`config.mk`:
```
export PLATFORM = sky130hd
export DESIGN_NAME = pipelined_full_adder
export DESIGN_NICKNAME = d
export VERILOG_FILES = /design/src/rtl/pipelined_full_adder.sv
export SDC_FILE = /design/constraint.sdc
export NUM_CORES = 1
export LEC_CHECK = 0
export ABC_AREA = 1
export CAP_MARGIN = 15
export CORE_AREA = 2 2 39 41
export CTS_BUF_LIST = sky130_fd_sc_hd__clkbuf_4
export DETAILED_ROUTE_END_ITERATION = 8
export DIE_AREA = 0 0 41 43
export GPL_ROUTABILITY_DRIVEN = 0
export PLACE_DENSITY_LB_ADDON = 0.3
export SETUP_SLACK_MARGIN = 0.3
export SLEW_MARGIN = 10
export SYNTH_ARGS = -nofsm -noshare
export SYNTH_HDL_FRONTEND = slang
export SYNTH_SLANG_ARGS = --single-unit
```
`constraint.sdc`:
```
create_clock -name clk -period 1.2 [get_ports clk]
set_input_delay 0.24 -clock clk [delete_from_list [all_inputs] [get_ports clk]]
set_output_delay 0.24 -clock clk [all_outputs]
set_load 0.01 [all_outputs]
```
`src/rtl/pipelined_full_adder.sv`:
```
// -----------------------------------------------------------------------------
// pipelined_full_adder
//   Registered WIDTH-bit unsigned ripple-carry adder. Computes a + b + cin
//   through a chain of WIDTH full-adder cells and registers sum/cout one clock
//   after the operands are accepted (in_valid high at a rising clk edge).
//   Outputs hold their last value while in_valid is low.
//
// Parameters
//   WIDTH     operand and sum width, legal range 1..64 (default 1)
//
// Ports
//   clk       rising-edge clock
//   rst_n     synchronous active-low reset (priority over in_valid)
//   in_valid  a/b/cin carry a valid operand set this cycle
//   a, b      WIDTH-bit unsigned operands
//   cin       carry-in
//   out_valid sum/cout hold a freshly captured result this cycle
//   sum       registered low WIDTH bits of a + b + cin
//   cout      registered bit WIDTH of a + b + cin
//   ovf       registered signed two's-complement overflow of a + b + cin;
//             present only when the ADDER_OVF_EN macro is defined
// -----------------------------------------------------------------------------
module pipelined_full_adder #(
    parameter int WIDTH = 1
) (
    input  logic             clk,
    input  logic             rst_n,
    input  logic             in_valid,
    input  logic [WIDTH-1:0] a,
    input  logic [WIDTH-1:0] b,
    input  logic             cin,
    output logic             out_valid,
    output logic [WIDTH-1:0] sum,
    output logic             cout
`ifdef ADDER_OVF_EN
    ,
    output logic             ovf
`endif
);

    generate
        if (WIDTH < 1 || WIDTH > 64) begin : g_bad_width
            $error("pipelined_full_adder: WIDTH must be in 1..64");
        end
    endgenerate

    // carry[i] is the carry into cell i; carry[0] is cin, carry[WIDTH] is cout.
    logic [WIDTH:0]   carry;
    logic [WIDTH-1:0] sum_comb;

    always_comb begin
        carry    = '0;
        sum_comb = '0;
        carry[0] = cin;
        for (int unsigned i = 0; i < WIDTH; i++) begin
            sum_comb[i]  = a[i] ^ b[i] ^ carry[i];
            carry[i+1]   = (a[i] & b[i]) | (carry[i] & (a[i] ^ b[i]));
        end
    end

    // Result registers only load on in_valid, so X on the operands while
    // in_valid is low never reaches the outputs.
    always_ff @(posedge clk) begin
        if (!rst_n) begin
            out_valid <= 1'b0;
            sum       <= '0;
            cout      <= 1'b0;
`ifdef ADDER_OVF_EN
            ovf       <= 1'b0;
`endif
        end else begin
            out_valid <= in_valid;
            if (in_valid) begin
                sum  <= sum_comb;
                cout <= carry[WIDTH];
`ifdef ADDER_OVF_EN
                // Overflow when the carry into the sign bit differs from the
                // carry out of it; for WIDTH=1 the carry into the sign is cin.
                ovf  <= carry[WIDTH] ^ carry[WIDTH-1];
`endif
            end
        end
    end

endmodule

```
Word-level counts from Yosys, hierarchy flattened
Index checks and enable logic that the tools add are counted.

Latch bits: 0. RAM bits: 0. Memories: 0. Output and inout port bits: 3. Bits in registers: 3. Memory bits (read-only): 0. Input bits: 6. Logic and storage cells: 8.

Div/mod/pow operators: 0. Magnitude comparators: 0. $mul: 0. Reduce and logical (&&, ||, !) cells: 0. Mux-type cells: 0. Bitwise gates (word level): 5. Equal/unequal tests: 0. $add $sub $neg: 0. Shift-type cells: 0.

Operators with widths (count): 1-bit bitwise AND (2); 1-bit XOR (2); 1-bit bitwise OR (1).

Longest topological paths before layout
Gate-level depths: netlist of run 1.

Depth after elaboration: 3. Gate-level depth with buffers: 5. Depth with buffers taken out: 5.

Worst setup path before layout of run 1
OpenSTA, ideal clock, no wires.

Path kind: input-to-reg. From: in a. To: reg sum. Setup slack: 0.207 ns. Library setup time: 0.064 ns. Data arrival time: 0.929 ns. Stages: 5. Path buffers: 0. Required time: 1.136 ns. Cell sequence: fa_1 -> inv_1 -> nand2_1 -> nand2_1 -> nor2_1.

Word-level cells in the longest chain between the ends: 2.

RTL lines: from (decl) (RTL line 29) `input logic [WIDTH-1:0] a,`; 1-bit XOR (2 in a row) (RTL line 56) `sum_comb[i] = a[i] ^ b[i] ^ carry[i];`; to (signal assigned) (RTL line 74) `sum <= sum_comb;`; to (decl) (RTL line 33) `output logic [WIDTH-1:0] sum,`.

No other way between the ends. A chain may end at the register's enable or synchronous reset.

Final worst setup path of run 1
From: reg sum. To: out sum.

No word-level cell between the ends.

==> impl_results.md, run 1 <==
- Critical Path Fanout Max: 2
- Global-route wire length before repair: approximately 450 µm
- Worst Path Arrival: between 0.6 and 0.7 ns
- Synth-to-layout area growth: 97.0%
- CTS Root Cell: clkbuf_4
- Met3 GRT Util: roughly a tenth
- Clock-pin slew on the worst setup and hold paths: around 0.040 ns
- Final worst slack: approximately 0.30 ns
- Drt first pass iters: 3
- WL/cell: about 6.7 µm
- Die Wd: between 40 and 50 µm
- Reg area: 62.6 µm²
- Unrepaired setup endpoints after global routing: true
- Fillers: 158
- Non-Filler Instances: 44
- Starting Density: under 10%
- Total Routing Usage GR: roughly 5.4%
- Max-cap violation count: 0
- Sequential-to-total area share from yosys stat: 48.0%
- Critical Path Sink Type: output port
- F_max: about 1.1 GHz
- Grt ovf: 0
- Worst-Margin Slew: roughly 0.17 ns
- CTS H-tree depth: 1
- DRT iter0 DRCs: 3
- Critical Path, Cell by Cell: buf_6
- Fin. Hold Viols: 0
- CTS Sinks: 3
- Critical path launch point type: flip-flop
- Met1 Use GR: just under 5%
- Fin. max-slew vios: 0
- Synth top cells by count: 5 x nand2_1, 4 x nor2_1, 3 x dfxtp_1, 3 x inv_1, 1 x fa_1
- Core Footprint: 1380 µm²
- Status: finished, final reports clean
- # placed instances: 40
- PortBufs: 8
- Top Ports: 9
- Slowest CP cell: dfxtp_2
- Initial antenna violation count: 0
- Max VDD drop: ~190 µV
- Clock Skew: 0 ns
- Crit-path max cell delay: between 0.3 and 0.4 ns
- CP delay by family, top: flip-flops
- TritonCTS clock tree: built
- Drt via density: ~3.0
- Die Y: 43 µm
- Clock Latency Late Sink: roughly 0.23 ns
- Layout Utilization: 17.8%
- Total routed wirelength: 294 µm
- Synth warnings: 0
- Grt met2 use: under 10%
- Final worst path period share: 74.9%
- CTS max path bufs: 2
- Fin nets: 36
- Total setup buffers inserted after CTS: 0
- DRC Markers: 0
- Min Tclk post-route: ~0.90 ns
- R2r setup slk: approximately 0.64 ns
- Site row count: 14
- Syn avg cell area: 7.82 µm²
- Most common flop cell mapped by yosys: dfxtp_1
- Type of the worst min-delay path: in2reg
- Vias in the first global route: 113
- Number of synthesized flops with an enable pin: 0
- ANT cells: 0
- Seq cells post-synth: 3
- Critical path buffer and inverter count: 1
- Ranking of synthesized cells by area: dfxtp_1 48%, fa_1 16%, nand2_1 15%, nor2_1 12%, inv_1 9.0%
- Leakage: roughly 0.13 nW
- Post-DP HPWL: 193 µm
- Num CTS Buffers: 3
- Pre-CTS setup slack: -0.271 ns
- Die ar.: 1760 µm²
- Power Dens Cells: around 1500 nW/µm²
- Via count: between 100 and 150
- GRT busiest layer: met3
- Mapped Nets: 23
- Synth top area share: ~48%
- Final Setup Violations: 0
- Slew margin rel.: between 80% and 90%
- Area of the multi-input gates: around 54 µm²
- Critical Path RT: 0.96 ns
- Synth Cell Area: around 130 µm²
- Largest net degree at the start of global routing: 6
- Syn Inst Count: 16
- Asr flop ratio synth: 0%
- Layout cells sized above 1: 42.9%
- Most area-hungry cell type in the Yosys netlist: dfxtp_1
- Post-route ant nets: 0
- Most frequent cell after synthesis: nand2_1
- Netlist cell types: 5
- Critical path class: reg2out
[where the power goes]
part	total, W	switching [W]	leakage [nW]	internal (W)
combinational	0.0000510	0.0000211	0.0856	0.0000299
clock	0.000202	0.0000550	0.0184	0.000147
sequential	0.000113	0.00000388	0.0255	0.000109
[logic make-up after synthesis]
logic type | count (synthesis) | share of synthesized area (%)
buf+inv | 3 | 9.00
simple gates | 9 | 27.0
flops | 3 | 48.0
fa+ha+maj | 1 | 16.0
[final cells by class]
| class | instances | share of cell area, % |
|---|---|---|
| sequential | 3 | 25.4 |
| clock buffer | 4 | 12.2 |
| multi-input combinational | 10 | 21.8 |
| inverter | 3 | 4.57 |
| timing repair buffer | 8 | 27.9 |
| tap | 16 | 8.12 |
[sequential cells by signal, summed over array words and instances (netlist names)]
name,cells
cout,1
sum,1
out_valid,1
[worst paths after layout]
path              start    to  cells after the start
setup / recovery    sum   sum                      1
setup reg to reg    sum   sum                      2
hold / removal        a  cout                      6
hold reg to reg    cout  cout                      2
[cells in the final DEF, fill, tap and decap left out]
| master | Yosys | routed |
|---|---|---|
| clkbuf_4 | 0 | 4 |
| dfxtp_1 | 3 | 1 |
| fa_1 | 1 | 1 |
| nor2_1 | 4 | 4 |
| inv_1 | 3 | 3 |
| clkdlybuf4s50_1 | 0 | 2 |
| buf_2 | 0 | 3 |
| buf_6 | 0 | 3 |
| dfxtp_2 | 0 | 2 |
| nand2_1 | 5 | 5 |
[what timing repair did]
action                     4_1_cts  5_1_grt
hold buffers                     0        0
setup endpoints to repair        5        4
pin swaps                        2        1
cloned                           0        0
resized for setup               25        4
[per-layer routing]
layer / vias to the layer above / part of all wire (%)
met2: 9 / 35
met3: 2 / 20
met1: 52 / 43
met5: - / 0
li1: 68 / -
met4: 0 / 1.4
[tightest hold or removal path, cell delays in order]
cell and delay [ns]:
buf_6 0.07, fa_1 0.16, inv_1 0.04, nand2_1 0.04, nand2_1 0.04, nor2_1 0.07
[per-stage QoR]
stage               hold WS [ns]  setup TNS, ns  total power, W  area [µm²]
finish                     0.457              0        0.000366         246
global route               0.470              0        0.000401         246
CTS                        0.459              0        0.000366         231
detailed placement         0.469         -0.478        0.000168         225
global placement           0.465         -0.480        0.000168         225
floorplan                  0.333              0        0.000131         125
Note: power is estimated with default switching activity, not from simulation.
==> run 2, diff against run 1 <==
==> constraint.sdc (replaced) <==
create_clock -name clk -period 0.9 [get_ports clk]
set_input_delay 0.18 -clock clk [delete_from_list [all_inputs] [get_ports clk]]
set_output_delay 0.18 -clock clk [all_outputs]
set_load 0.01 [all_outputs]
==> impl_results.md, run 2 (same netlist as run 1, synthesis figures left out) <==
- Status: finished, final reports clean (unchanged)
- Critical Path, Cell by Cell: buf_6 (unchanged)
- Via count: 129 (was 131)
- Starting Density: 9.04% (unchanged)
- Drt via density: 2.93 (was 2.98)
- Initial antenna violation count: 0 (unchanged)
- Dpl cell area: 225 µm² (unchanged)
- WL/cell: 6.55 µm (was 6.68 µm)
- Min Tclk post-route: 0.835 ns
- Total routed wirelength: 288 µm (was 294 µm)
- CTS H-tree depth: 1 (unchanged)
- Slowest CP cell: dfxtp_2 (unchanged)
- Total Routing Usage GR: 5.23% (was 5.43%)
- Final worst slack: 0.0650 ns (was 0.301 ns)
- Power Dens Cells: 1880 nW/µm² (was 1480 nW/µm²)
- TritonCTS clock tree: built (unchanged)
- Synth-to-layout area growth: 106% (was 97.0%)
- CP delay by family, top: flip-flops (unchanged)
- Critical path launch point type: flip-flop (unchanged)
- Fin. max-slew vios: 0 (unchanged)
- Worst-Margin Slew: 0.182 ns (was 0.173 ns)
- Top Ports: 9 (unchanged)
- CTS max path bufs: 2 (unchanged)
- Worst Path Arrival: 0.66 ns (about the same)
- CTS Sinks: 3 (unchanged)
- Critical Path Fanout Max: 2 (unchanged)
- Clock Skew: 0 ns (unchanged)
- Die Y: 43 µm (unchanged)
- Critical path class: reg2out (unchanged)
- DRC Markers: 0 (unchanged)
- Hold slack final: 0.311 ns (was 0.457 ns)
- Die Wd: 41 µm (unchanged)
- F_max: 1.20 GHz
- Leakage: 0.136 nW (was 0.130 nW)
- Die ar.: 1760 µm² (unchanged)
- Fin. Hold Viols: 0 (unchanged)
- Num CTS Buffers: 3 (unchanged)
- Slew margin rel.: 87.9% (was 88.5%)
- Fin nets: 36 (unchanged)
- Max-cap violation count: 0 (unchanged)
- Critical Path RT: 0.72 ns (was 0.96 ns)
- Largest net degree at the start of global routing: 6 (unchanged)
- Clock Latency Late Sink: 0.23 ns (about the same)
- Biggest regs: cout x1, out_valid x1, sum x1 (unchanged)
- Drt first pass iters: 2 (was 3)
- Most frequent cells in the layout: 5 x nand2_1, 5 x buf_6, 4 x nor2_1, 4 x clkbuf_4 (was 5 x nand2_1, 4 x nor2_1, 4 x clkbuf_4)
- Critical Path Sink Type: output port (unchanged)
- Final worst path period share: approximately 93%
- Site row count: 14 (unchanged)
- Core Footprint: 1380 µm² (unchanged)
- Pre-CTS setup slack: -0.522 ns (was -0.271 ns)
- Hold buffers post-CTS: 0 (unchanged)
- Crit-path max cell delay: 0.31 ns (about the same)
- Unrepaired setup endpoints after global routing: true (unchanged)
- Grt ovf: 0 (unchanged)
- DRT iter0 DRCs: 2 (was 3)
- Type of the worst min-delay path: in2reg (unchanged)
- PortBufs: 8 (unchanged)
- Clock-pin slew on the worst setup and hold paths: 0.04 ns (about the same)
- ANT cells: 0 (unchanged)
- Final Setup Violations: 0 (unchanged)
- Layout cells sized above 1: 46.4% (was 42.9%)
- Final Cell Area: 258 µm² (was 246 µm²)
- Critical path buffer and inverter count: 1 (unchanged)
- Post-route ant nets: 0 (unchanged)
- Final TNS setup: 0 ns (unchanged)
- Total setup buffers inserted after CTS: 0 (unchanged)
- CTS Root Cell: clkbuf_4 (unchanged)
- Global-route wire length before repair: 496 µm (was 448 µm)
- Vias in the first global route: 133 (was 113)
- Max VDD drop: 364 µV (was 191 µV)
==> run 2: final timing paths <==
check             startpoint        end  slack (ns)  cells past startpoint
setup reg to reg        cout       cout        0.34                      2
setup / recovery         sum        sum        0.06                      1
hold / removal         rst_n  out_valid        0.31                      3
hold reg to reg          sum        sum        0.47                      2
==> run 2: what timing repair did <==
action,CTS,global route
resized for setup,30,3
pin swaps,2,2
setup endpoints to repair,6,5
==> run 2: per-stage QoR <==
step | util [%] | cells | total power [W]
after floorplan | - | 16 | 0.000175
after global routing | 18.6 | 44 | 0.000523
after CTS | 17.6 | 44 | 0.000495
after global placement | 16.3 | 40 | 0.000224
final | 18.6 | 44 | 0.000484
after detailed placement | 16.3 | 40 | 0.000225
==> run 2: routing by layer <==
metal	wire length [µm]	GRT usage, %
met3	58	6.81
met2	103	4.69
met5	0	0
met1	125	4.85
met4	0	6.00
==> run 2: cell type report <==
type / instances / area (µm²)
flip-flops and latches: 3 / 63.8
well taps: 16 / 20.0
clock buffers: 4 / 30.0
repair buffers: 8 / 78.8
inverters: 3 / 11.3
fillers: 165 / 1130
multi-input cells: 10 / 53.8
==> run 2: worst reg2reg max path, delay by kind of cell (launching register included) <==
family,cells,cell delay [ns]
DFF,1,0.31
and+or+nand+nor,2,0.14
==> run 2: power breakdown <==
group	leakage, nW	total [W]	switching [W]	internal, W
Combinational	0.0917	0.0000700	0.0000282	0.0000418
Clock	0.0184	0.000262	0.0000663	0.000196
Sequential	0.0258	0.000152	0.00000593	0.000146
Total	0.136	0.000484	0.000100	0.000383
==> run 3, diff against run 2 <==
--- a/config.mk
+++ b/config.mk
@@ -13,6 +13,7 @@
 export DIE_AREA = 0 0 41 43
 export GPL_ROUTABILITY_DRIVEN = 0
 export PLACE_DENSITY_LB_ADDON = 0.3
+export RECOVER_POWER = 50
 export SETUP_SLACK_MARGIN = 0.3
 export SLEW_MARGIN = 10
 export SYNTH_ARGS = -nofsm -noshare
==> impl_results.md, run 3 (same netlist as run 1, synthesis figures left out) <==
- F_max: 1.20 GHz (unchanged)
- Pre-CTS setup slack: -0.522 ns (unchanged)
- Max VDD drop: 364 µV (about the same)
- Via count: 127 (was 129)
- Core Footprint: 1380 µm² (unchanged)
- CTS max path bufs: 2 (unchanged)
- Drt first pass iters: 2 (unchanged)
- Clock-pin slew on the worst setup and hold paths: 0.04 ns (about the same)
- Clock Latency Late Sink: 0.23 ns (about the same)
- Total routed wirelength: 291 µm (was 288 µm)
- Site row count: 14 (unchanged)
- Layout cells sized above 1: 42.9% (was 46.4%)
- Final Setup Violations: 0 (unchanged)
- Top Ports: 9 (unchanged)
- Crit-path max cell delay: 0.31 ns (about the same)
- Most frequent cells in the layout: 5 x nand2_1, 4 x nor2_1, 4 x clkbuf_4, 4 x buf_6 (was 5 x nand2_1, 5 x buf_6, 4 x nor2_1, 4 x clkbuf_4)
- Die Y: 43 µm (unchanged)
- Worst-Margin Slew: 0.182 ns (unchanged)
- CTS Root Cell: clkbuf_4 (unchanged)
- Critical Path, Cell by Cell: buf_6 (unchanged)
- Status: finished, final reports clean (unchanged)
- Layout Utilization: 18.1% (was 18.6%)
- Total Routing Usage GR: 5.23% (unchanged)
- Global-route wire length before repair: 496 µm (unchanged)
- PortBufs: 8 (unchanged)
- Most common cell after layout, fill and taps aside: nand2_1
- Starting Density: 9.04% (unchanged)
- DRC Markers: 0 (unchanged)
- Critical Path Sink Type: output port (unchanged)
- Slowest CP cell: dfxtp_2 (unchanged)
- Leakage: 0.131 nW (was 0.136 nW)
- Combinational group share of total power: 13.9% (was 14.5%)
- Post-route ant nets: 0 (unchanged)
- Unrepaired setup endpoints after global routing: true (unchanged)
- Hold buffers post-CTS: 0 (unchanged)
- Critical Path Fanout Max: 2 (unchanged)
- Num CTS Buffers: 3 (unchanged)
- Critical path buffer and inverter count: 1 (unchanged)
- Type of the worst min-delay path: in2reg (unchanged)
- R2r setup slk: 0.34 ns (about the same)
- CTS Sinks: 3 (unchanged)
- Final TNS setup: 0 ns (unchanged)
- Net switching power: 0.000100 W (about the same)
- Sw Ratio: 20.9% (was 20.8%)
- Part of the power in the clock network: 54.6% (was 54.2%)
- TritonCTS clock tree: built (unchanged)
- Critical path launch point type: flip-flop (unchanged)
- Largest net degree at the start of global routing: 6 (unchanged)
- Fin. max-slew vios: 0 (unchanged)
- Worst Path Arrival: 0.66 ns (about the same)
- Final worst path period share: 92.8% (about the same)
- Power Dens Cells: 1920 nW/µm² (was 1880 nW/µm²)
- Final worst slack: 0.0650 ns (about the same)
- Fin. Hold Viols: 0 (unchanged)
- Slew margin rel.: 87.9% (unchanged)
- Vias in the first global route: 133 (unchanged)
- Die Wd: 41 µm (unchanged)
- CP delay by family, top: flip-flops (unchanged)
- Drt via density: 2.89 (was 2.93)
- WL/cell: 6.61 µm (was 6.55 µm)
- Fin nets: 36 (unchanged)
- Biggest regs: cout x1, out_valid x1, sum x1 (unchanged)
- ANT cells: 0 (unchanged)
- DRT iter0 DRCs: 2 (unchanged)
- Synth-to-layout area growth: 100% (was 106%)
- Initial antenna violation count: 0 (unchanged)
- CTS H-tree depth: 1 (unchanged)
- Sequential share of power: 31.5% (was 31.3%)
- Clock Skew: 0 ns (unchanged)
- Grt ovf: 0 (unchanged)
- Max-cap violation count: 0 (unchanged)
- Pint: 0.000380 W (was 0.000383 W)
- Critical path class: reg2out (unchanged)
- Critical Path RT: 0.72 ns (about the same)
- Die ar.: 1760 µm² (unchanged)
- Min Tclk post-route: 0.835 ns (about the same)
## run 3: cell count changes in the layout (fill, tap and decap cells not counted)
cell	delta
clkbuf_1	+1
buf_6	-1
## run 3: power by group through the flow
stage	registers, W	clock network, W	logic (W)
floorplan	0.000154	0	0.0000205
global placement	0.000149	0	0.0000744
detailed placement	0.000150	0	0.0000747
CTS	0.000151	0.000277	0.0000668
global route	0.000153	0.000292	0.0000743
finish	0.000152	0.000262	0.0000669
## run 3: per-layer routing
| layer | GRT usage, % | wire [µm] |
|---|---|---|
| met2 | 4.69 | 101 |
| met3 | 6.81 | 59 |
| met4 | 6.00 | 0 |
| met1 | 4.85 | 130 |
| met5 | 0 | 0 |
## run 3: area by class of cell
class | count | area (µm²)
sequential | 3 | 63.8
inverter | 3 | 11.3
tap | 16 | 20.0
multi-input combinational | 10 | 53.8
clock buffer | 4 | 30.0
fill | 166 | 1130
timing repair buffer | 8 | 71.3
## run 3: final timing paths
path                                  end  startpoint  depth (start not counted)
worst max register to register       cout        cout                          2
worst max-delay path                  sum         sum                          1
worst min register to register        sum         sum                          2
worst min-delay path            out_valid       rst_n                          3
## run 3: metrics by stage
stage / hold slack [ns] / cells / cell area (µm²) / total power, W
2_1_floorplan: 0.273 / 16 / 125 / 0.000175
3_3_place_gp: 0.464 / 40 / 225 / 0.000224
3_5_place_dp: 0.473 / 40 / 225 / 0.000225
4_1_cts: 0.313 / 44 / 244 / 0.000495
5_1_grt: 0.339 / 44 / 250 / 0.000519
6_report: 0.311 / 44 / 250 / 0.000481
## run 3: repair_timing
| item | 4_1_cts | 5_1_grt |
|---|---|---|
| setup buffers | 0 | 0 |
| setup endpoints to repair | 6 | 5 |
| hold endpoints to repair | 0 | 0 |
| gates resized for setup | 30 | 3 |
| pin swaps | 2 | 2 |
